**config.mk**
```make
export PLATFORM = sky130hd
export DESIGN_NAME = dmem_arbiter_flat
export DESIGN_NICKNAME = d
export VERILOG_FILES = /design/src/rtl/dmem_arbiter_pkg.sv /design/src/rtl/dmem_arbiter_if.sv /design/src/rtl/dmem_arbiter_be_merge.sv /design/src/rtl/dmem_arbiter.sv /design/src/flat_wrapper.sv
export SDC_FILE = /design/constraint.sdc
export NUM_CORES = 1
export LEC_CHECK = 0
export ABC_AREA = 1
export CAP_MARGIN = 0
export CORE_ASPECT_RATIO = 1.5
export CORE_MARGIN = 8
export CORE_UTILIZATION = 35
export CTS_CLUSTER_SIZE = 10
export DETAILED_ROUTE_END_ITERATION = 7
export HOLD_SLACK_MARGIN = 0.02
export PLACE_DENSITY_LB_ADDON = 0.2
export SETUP_SLACK_MARGIN = 0.05
export SLEW_MARGIN = 25
export SYNTH_ARGS = -nofsm -noshare
export SYNTH_HDL_FRONTEND = slang
export SYNTH_HIERARCHICAL = 1
export SYNTH_SLANG_ARGS = --single-unit
```
**constraint.sdc**
```tcl
create_clock -name clk -period 5.8 [get_ports clk]
set_input_delay 1.74 -clock clk [delete_from_list [all_inputs] [get_ports clk]]
set_output_delay 1.74 -clock clk [all_outputs]
set_load 0.02 [all_outputs]
```
**src/rtl/dmem_arbiter_pkg.sv**
```systemverilog
// -----------------------------------------------------------------------------
// dmem_arbiter_pkg
// Shared definitions for the data-memory arbiter: FSM state encoding, byte
// enable constants and the helper that picks the first state after a grant.
// -----------------------------------------------------------------------------
package dmem_arbiter_pkg;

  typedef enum logic [1:0] {
    IDLE = 2'd0,
    RD   = 2'd1,
    WR   = 2'd2,
    RESP = 2'd3
  } state_e;

  localparam logic [3:0] BE_FULL = 4'b1111;
  localparam logic [3:0] BE_NONE = 4'b0000;

  // Loads and partial stores need the current word first; full stores go
  // straight to the write; an all-zero enable store touches nothing.
  function automatic state_e first_state(input logic we, input logic [3:0] be);
    if (!we)                return RD;
    else if (be == BE_FULL) return WR;
    else if (be == BE_NONE) return RESP;
    else                    return RD;
  endfunction

endpackage

```
**src/rtl/dmem_arbiter_if.sv**
```systemverilog
// -----------------------------------------------------------------------------
// dmem_arbiter_if
// Bundles both requester ports and the data_memory bus of the arbiter.
//   pX_req/we/addr/wd/be : request and payload from requester X
//   pX_gnt/done/rd       : grant pulse, completion pulse, load data to X
//   mem_A/WD/WE          : address, write data, write enable to data_memory
//   mem_RD               : combinational read data from data_memory
// Modports: master = requesters + memory side, slave = the arbiter.
// -----------------------------------------------------------------------------
interface dmem_arbiter_if #(
  parameter int N = 8,
  parameter int W = 32
);

  logic         p0_req;
  logic         p0_we;
  logic [N-1:0] p0_addr;
  logic [W-1:0] p0_wd;
  logic [3:0]   p0_be;
  logic         p0_gnt;
  logic         p0_done;
  logic [W-1:0] p0_rd;

  logic         p1_req;
  logic         p1_we;
  logic [N-1:0] p1_addr;
  logic [W-1:0] p1_wd;
  logic [3:0]   p1_be;
  logic         p1_gnt;
  logic         p1_done;
  logic [W-1:0] p1_rd;

  logic [N-1:0] mem_A;
  logic [W-1:0] mem_WD;
  logic         mem_WE;
  logic [W-1:0] mem_RD;

  modport master (
    output p0_req, p0_we, p0_addr, p0_wd, p0_be,
    input  p0_gnt, p0_done, p0_rd,
    output p1_req, p1_we, p1_addr, p1_wd, p1_be,
    input  p1_gnt, p1_done, p1_rd,
    input  mem_A, mem_WD, mem_WE,
    output mem_RD
  );

  modport slave (
    input  p0_req, p0_we, p0_addr, p0_wd, p0_be,
    output p0_gnt, p0_done, p0_rd,
    input  p1_req, p1_we, p1_addr, p1_wd, p1_be,
    output p1_gnt, p1_done, p1_rd,
    output mem_A, mem_WD, mem_WE,
    input  mem_RD
  );

endinterface

```
**src/rtl/dmem_arbiter_be_merge.sv**
```systemverilog
// -----------------------------------------------------------------------------
// be_merge
// Byte-lane merge for sub-word stores: lane i of merged_o comes from new_i
// when be_i[i] is set, otherwise from old_i.
//   old_i    : word currently in memory
//   new_i    : lane-aligned store data
//   be_i     : byte enables, bit i = lane i
//   merged_o : word to write back
// -----------------------------------------------------------------------------
module be_merge (
  input  logic [31:0] old_i,
  input  logic [31:0] new_i,
  input  logic [3:0]  be_i,
  output logic [31:0] merged_o
);

  for (genvar i = 0; i < 4; i++) begin : g_lane
    assign merged_o[8*i +: 8] = be_i[i] ? new_i[8*i +: 8] : old_i[8*i +: 8];
  end

endmodule

```
**src/rtl/dmem_arbiter.sv**
```systemverilog
// -----------------------------------------------------------------------------
// dmem_arbiter
// Shares the single-port data_memory between the load/store unit (port 0) and
// the debug/DMA port (port 1). One transaction at a time, req/gnt/done
// handshake, round-robin only when both request in the same IDLE cycle.
// Sub-word stores are done as read-modify-write.
//   clk   : rising-edge clock
//   rst_n : asynchronous active-low reset
//   bus   : requester ports and memory bus (slave modport)
// -----------------------------------------------------------------------------
module dmem_arbiter
  import dmem_arbiter_pkg::*;
#(
  parameter int N = 8,
  parameter int W = 32
) (
  input  logic          clk,
  input  logic          rst_n,
  dmem_arbiter_if.slave bus
);

  state_e       state_q, state_d;
  logic         last_q;
  logic         owner_q;
  logic         we_q;
  logic [N-1:0] addr_q;
  logic [W-1:0] wd_q;
  logic [3:0]   be_q;
  logic [W-1:0] data_q;
  logic [W-1:0] p0_rd_q, p0_rd_d;
  logic [W-1:0] p1_rd_q, p1_rd_d;
  logic [N-1:0] mem_a_q, mem_a_d;
  logic [W-1:0] mem_wd_q, mem_wd_d;

  logic         grant_v;
  logic         grant_id;
  logic         sel_we;
  logic [N-1:0] sel_addr;
  logic [W-1:0] sel_wd;
  logic [3:0]   sel_be;
  logic [W-1:0] merged;
  logic         resp;

  // Arbitration: a lone requester always wins; on conflict the port that
  // did not win last time goes. Grants are suppressed while in reset.
  always_comb begin
    grant_v  = 1'b0;
    grant_id = 1'b0;
    if (rst_n && state_q == IDLE) begin
      if (bus.p0_req && bus.p1_req) begin
        grant_v  = 1'b1;
        grant_id = ~last_q;
      end else if (bus.p0_req) begin
        grant_v  = 1'b1;
        grant_id = 1'b0;
      end else if (bus.p1_req) begin
        grant_v  = 1'b1;
        grant_id = 1'b1;
      end
    end
  end

  assign sel_we   = grant_id ? bus.p1_we   : bus.p0_we;
  assign sel_addr = grant_id ? bus.p1_addr : bus.p0_addr;
  assign sel_wd   = grant_id ? bus.p1_wd   : bus.p0_wd;
  assign sel_be   = grant_id ? bus.p1_be   : bus.p0_be;

  assign bus.p0_gnt = grant_v & ~grant_id;
  assign bus.p1_gnt = grant_v &  grant_id;

  always_comb begin
    state_d = state_q;
    unique case (state_q)
      IDLE:    if (grant_v) state_d = first_state(sel_we, sel_be);
      RD:      state_d = we_q ? WR : RESP;
      WR:      state_d = RESP;
      RESP:    state_d = IDLE;
      default: state_d = IDLE;
    endcase
  end

  be_merge u_be_merge (
    .old_i    (bus.mem_RD),
    .new_i    (wd_q),
    .be_i     (be_q),
    .merged_o (merged)
  );

  // Memory bus is only driven with live values in RD/WR; otherwise it holds
  // whatever it last showed so the memory inputs stay quiet.
  assign mem_a_d    = (state_q == RD || state_q == WR) ? addr_q : mem_a_q;
  assign mem_wd_d   = (state_q == WR) ? wd_q : mem_wd_q;
  assign bus.mem_A  = mem_a_d;
  assign bus.mem_WD = mem_wd_d;
  assign bus.mem_WE = (state_q == WR);

  assign resp        = (state_q == RESP);
  assign bus.p0_done = resp & ~owner_q;
  assign bus.p1_done = resp &  owner_q;

  // Load data is presented during RESP and then held until the next load
  // completes on that port.
  assign p0_rd_d    = (resp && !owner_q && !we_q) ? data_q : p0_rd_q;
  assign p1_rd_d    = (resp &&  owner_q && !we_q) ? data_q : p1_rd_q;
  assign bus.p0_rd  = p0_rd_d;
  assign bus.p1_rd  = p1_rd_d;

  always_ff @(posedge clk or negedge rst_n) begin
    if (!rst_n) begin
      state_q  <= IDLE;
      last_q   <= 1'b1;
      owner_q  <= 1'b0;
      we_q     <= 1'b0;
      addr_q   <= '0;
      wd_q     <= '0;
      be_q     <= '0;
      data_q   <= '0;
      p0_rd_q  <= '0;
      p1_rd_q  <= '0;
      mem_a_q  <= '0;
      mem_wd_q <= '0;
    end else begin
      state_q  <= state_d;
      p0_rd_q  <= p0_rd_d;
      p1_rd_q  <= p1_rd_d;
      mem_a_q  <= mem_a_d;
      mem_wd_q <= mem_wd_d;
      if (grant_v) begin
        owner_q <= grant_id;
        last_q  <= grant_id;
        we_q    <= sel_we;
        addr_q  <= sel_addr;
        wd_q    <= sel_wd;
        be_q    <= sel_be;
      end
      // RD serves both loads and the read half of a partial store; the
      // merged word replaces wd_q so WR simply writes wd_q.
      if (state_q == RD) begin
        if (we_q) wd_q   <= merged;
        else      data_q <= bus.mem_RD;
      end
    end
  end

endmodule

```
**src/flat_wrapper.sv**
```systemverilog
// flat-port wrapper written by rule: the top's interface ports become plain ports
module dmem_arbiter_flat import dmem_arbiter_pkg::*;
#(
  parameter int N = 8,
  parameter int W = 32
)
  (clk, rst_n, bus_p0_req, bus_p0_we, bus_p0_addr, bus_p0_wd, bus_p0_be, bus_p0_gnt, bus_p0_done, bus_p0_rd, bus_p1_req, bus_p1_we, bus_p1_addr, bus_p1_wd, bus_p1_be, bus_p1_gnt, bus_p1_done, bus_p1_rd, bus_mem_A, bus_mem_WD, bus_mem_WE, bus_mem_RD);
  dmem_arbiter_if #(.N(N), .W(W)) bus_i ();
  input  logic clk;
  input  logic rst_n;
  input wire logic [$bits(bus_i.p0_req)-1:0] bus_p0_req;
  input wire logic [$bits(bus_i.p0_we)-1:0] bus_p0_we;
  input wire logic [$bits(bus_i.p0_addr)-1:0] bus_p0_addr;
  input wire logic [$bits(bus_i.p0_wd)-1:0] bus_p0_wd;
  input wire logic [$bits(bus_i.p0_be)-1:0] bus_p0_be;
  output wire logic [$bits(bus_i.p0_gnt)-1:0] bus_p0_gnt;
  output wire logic [$bits(bus_i.p0_done)-1:0] bus_p0_done;
  output wire logic [$bits(bus_i.p0_rd)-1:0] bus_p0_rd;
  input wire logic [$bits(bus_i.p1_req)-1:0] bus_p1_req;
  input wire logic [$bits(bus_i.p1_we)-1:0] bus_p1_we;
  input wire logic [$bits(bus_i.p1_addr)-1:0] bus_p1_addr;
  input wire logic [$bits(bus_i.p1_wd)-1:0] bus_p1_wd;
  input wire logic [$bits(bus_i.p1_be)-1:0] bus_p1_be;
  output wire logic [$bits(bus_i.p1_gnt)-1:0] bus_p1_gnt;
  output wire logic [$bits(bus_i.p1_done)-1:0] bus_p1_done;
  output wire logic [$bits(bus_i.p1_rd)-1:0] bus_p1_rd;
  output wire logic [$bits(bus_i.mem_A)-1:0] bus_mem_A;
  output wire logic [$bits(bus_i.mem_WD)-1:0] bus_mem_WD;
  output wire logic [$bits(bus_i.mem_WE)-1:0] bus_mem_WE;
  input wire logic [$bits(bus_i.mem_RD)-1:0] bus_mem_RD;
  assign bus_i.p0_req = bus_p0_req;
  assign bus_i.p0_we = bus_p0_we;
  assign bus_i.p0_addr = bus_p0_addr;
  assign bus_i.p0_wd = bus_p0_wd;
  assign bus_i.p0_be = bus_p0_be;
  assign bus_p0_gnt = bus_i.p0_gnt;
  assign bus_p0_done = bus_i.p0_done;
  assign bus_p0_rd = bus_i.p0_rd;
  assign bus_i.p1_req = bus_p1_req;
  assign bus_i.p1_we = bus_p1_we;
  assign bus_i.p1_addr = bus_p1_addr;
  assign bus_i.p1_wd = bus_p1_wd;
  assign bus_i.p1_be = bus_p1_be;
  assign bus_p1_gnt = bus_i.p1_gnt;
  assign bus_p1_done = bus_i.p1_done;
  assign bus_p1_rd = bus_i.p1_rd;
  assign bus_mem_A = bus_i.mem_A;
  assign bus_mem_WD = bus_i.mem_WD;
  assign bus_mem_WE = bus_i.mem_WE;
  assign bus_i.mem_RD = bus_mem_RD;
  dmem_arbiter #(.N(N), .W(W)) u_core (.clk(clk), .rst_n(rst_n), .bus(bus_i));
endmodule
```
==> flow_summary.json <==
{
  "status": "completed",
  "swShare_pct": 42.3,
  "grt_pass1_wl_um": 40100,
  "fp.dieH_um": 202,
  "worst-path-stages": 6,
  "cts_made_buffers": 17,
  "clk_latency_ps": 430,
  "ctsHtreeMaxLevel": 4,
  "netlist_instances": 975,
  "num_rows": 68,
  "ys_seq_area_share_pct": 57.6,
  "end_kind": "primary output",
  "p_leak_nw": 5.34,
  "min_period_ps": 5280,
  "drt-pass1-iter-count": 5,
  "critPathKind": "input port to primary output",
  "netlist_top_cells_area": "dfrtp_1, nand2_1, o21ai_0",
  "yosysTopAreaCell": "dfrtp_1",
  "cts_sinks": 185,
  "ctsHoldBuffers": 0,
  "gp_congestion": 0.819,
  "min_path_type": "flop to flop",
  "clockBufferDepth": 2,
  "finalHoldViolCount": 0,
  "rsz0062_at_grt": "false",
  "core-area_um2": 22800,
  "syn_avg_cell_area_um2": 8.25,
  "cp.required_ps": 4060,
  "yosys_warnings": 6,
  "critPathSlowestCell": "clkdlybuf4s50_1",
  "ant_nets": 0,
  "yosys_register_bits": 185,
  "dpl_cell_area_um2": 10600,
  "die_width_um": 140,
  "ctsResizeCount": 0,
  "fin_crit_sh_pct": 91.1,
  "viasPerCell": 4.72,
  "p_int_mw": 4.15,
  "ios": 235,
  "remaining_drc_errors": 0,
  "synth_cell_types": 21,
  "worstPathCellList": "clkdlybuf4s50_1 -> nand2_1 -> nand2_1 -> nor2_4 -> buf_4 -> clkdlybuf4s50_1",
  "pwr-share-seq_pct": 30.8,
  "areaGrowthSynthToFinish_pct": 39.7,
  "cts_tree": "done",
  "drtIter0Drc": 341,
  "worst_pin_slew_ps": 724,
  "drt-total-wl_um": 25600,
  "worst_setup_path_start_kind": "input port",
  "nFillCells": 2223,
  "fmax_mhz": 189,
  "start_util_pct": 35.3,
  "grt_overflow": 0,
  "powerDensity_nw_per_um2": 640,
  "cts_setup_buffers": 0,
  "fin_area_um2": 11200,
  "antenna_found_initial": 1,
  "mappedNetlistArea_um2": 8040,
  "finalPower_mw": 7.18,
  "drt-wirelength-per-cell_um": 17.2,
  "root_buffer": "clkbuf_16",
  "skew_ps": 6.00,
  "port_buffers": 234,
  "drv_slew": 0,
  "fin_util_pct": 49.2,
  "track_usage_pct": 18.3,
  "p_clk_share_pct": 16.7,
  "holdPathStages": 2,
  "drive_gt1_share_pct": 5.31,
  "layout_setup_ws_ps": 517,
  "grt_max_degree": 78,
  "cts.clk_slew.worst_paths_ps": 70,
  "yosys.area.top_type_share_pct": 57.3,
  "setup_violations": 0,
  "maxSlewHeadroom_pct": 51.7,
  "reg2reg_depth": 10,
  "ir_drop_mv": 0.431,
  "synth_fp_nets": 1106,
  "dieArea_um2": 28200,
  "dr_total_vias": 7013,
  "slowest_delay_ps": 630,
  "netSwitchingPower_mw": 3.04,
  "path_delay_family": "buffers and inverters",
  "grt_pass1_vias": 7067,
  "pwr-share-comb_pct": 52.5,
  "dp_hpwl_um": 18500,
  "cp.buffers_inverters": 3,
  "nets": 1324,
  "crit_arrival_ps": 3540,
  "cp_max_fo": 13,
  "dp_slack_ps": 505,
  "fin_tns_setup_ps": 0,
  "drv_cap": 0
}
flip-flops by register name, indices dropped and copies added (netlist names), 2 cells and up:
| name | cells |
|---|---|
| u_core/addr_q | 8 |
| u_core/be_q | 4 |
| u_core/data_q | 32 |
| u_core/mem_a_q | 8 |
| u_core/mem_wd_q | 32 |
| u_core/p0_rd_q | 32 |
| u_core/p1_rd_q | 32 |
| u_core/state_q | 2 |
| u_core/wd_q | 32 |
path summary, 6_finish.rpt:
check	startpoint	endpoint	slack, ps
setup / recovery	bus_p0_req	bus_p1_gnt	520
hold / removal	u_core/mem_wd_q[21]$_DFF_PN0_	u_core/mem_wd_q[21]$_DFF_PN0_	470
setup reg to reg	u_core/state_q[1]$_DFFE_PN0P_	u_core/wd_q[6]$_DFF_PN0_	3430
hold reg to reg	u_core/mem_wd_q[21]$_DFF_PN0_	u_core/mem_wd_q[21]$_DFF_PN0_	470
max in group asynchronous	rst_n	u_core/mem_wd_q[28]$_DFF_PN0_	3330
min in group asynchronous	rst_n	u_core/mem_wd_q[3]$_DFF_PN0_	1390
worst reg2reg max path, delay by kind of cell (launching register included):
kind | cells | cell delay, ps
DFF | 1 | 380
buffers and inverters | 5 | 1290
and+or+nand+nor | 2 | 140
AOI/OAI and AO/OA | 2 | 230
adders and majority gates | 1 | 210
routing by layer:
metal  global-route usage (%)  share of wire [%]
met1                     21.6                 42
met3                     5.62                6.2
met4                     7.47                1.9
met2                     30.5                 50
met5                        0                  0
power groups by stage:
stage	combinational (mW)	clock, mW	sequential [mW]
detailed placement	3.82	0	2.24
finish	3.77	1.20	2.22
CTS	3.83	1.23	2.22
global placement	3.78	0	2.22
floorplan	2.18	0	2.14
global route	4.14	1.28	2.28
synthesized netlist by cell type:
cell,count
buf_6,5
nor2_1,78
o22ai_1,8
clkbuf_1,33
a21oi_4,1
buf_4,8
a21oi_1,74
buf_1,3
inv_1,74
inv_2,5
nand3_1,18
ha_1,5
dfrtp_1,184
nand2_1,361
nor2_4,2
dfstp_2,1
a31oi_1,19
o21ai_1,5
o21ai_0,87
nand2_2,1
buf_2,3
cells in the final DEF, fill, tap and decap left out, types with 4 or more instances in the layout:
cell type,instances
dfrtp_1,184
o21ai_1,5
nor2_1,78
inv_2,5
o22ai_1,8
o21ai_0,87
buf_4,15
a21oi_1,74
nand2_1,358
a31oi_1,19
clkbuf_8,4
nand3_1,18
inv_1,74
clkbuf_16,17
clkdlybuf4s50_1,233
ha_1,4
cells by family after synthesis:
kind of cell | after synthesis | share of synthesized area [%]
adders and majority gates | 5 | 0.778
buffers and inverters | 131 | 7.00
AOI/OAI and AO/OA | 194 | 12.6
DFF | 185 | 57.6
and+or+nand+nor | 460 | 22.0
per-stage QoR:
stage,hold slack [ps],cells
after global placement,451,1454
after detailed placement,454,1454
after global routing,489,1487
after floorplan,444,975
final,469,1487
after CTS,474,1486
cell type report:
class,instances,area [um2],area share [%]
sequential,185,4630,41.2
multi-input combinational,659,2860,25.5
timing repair buffer,251,2480,22.1
clock buffer,20,467,4.16
tap,280,350,3.12
inverter,79,297,2.64
clock inverter,12,139,1.24
antenna,1,2.50,0.0223
Note: power is estimated with default switching activity, not from simulation.
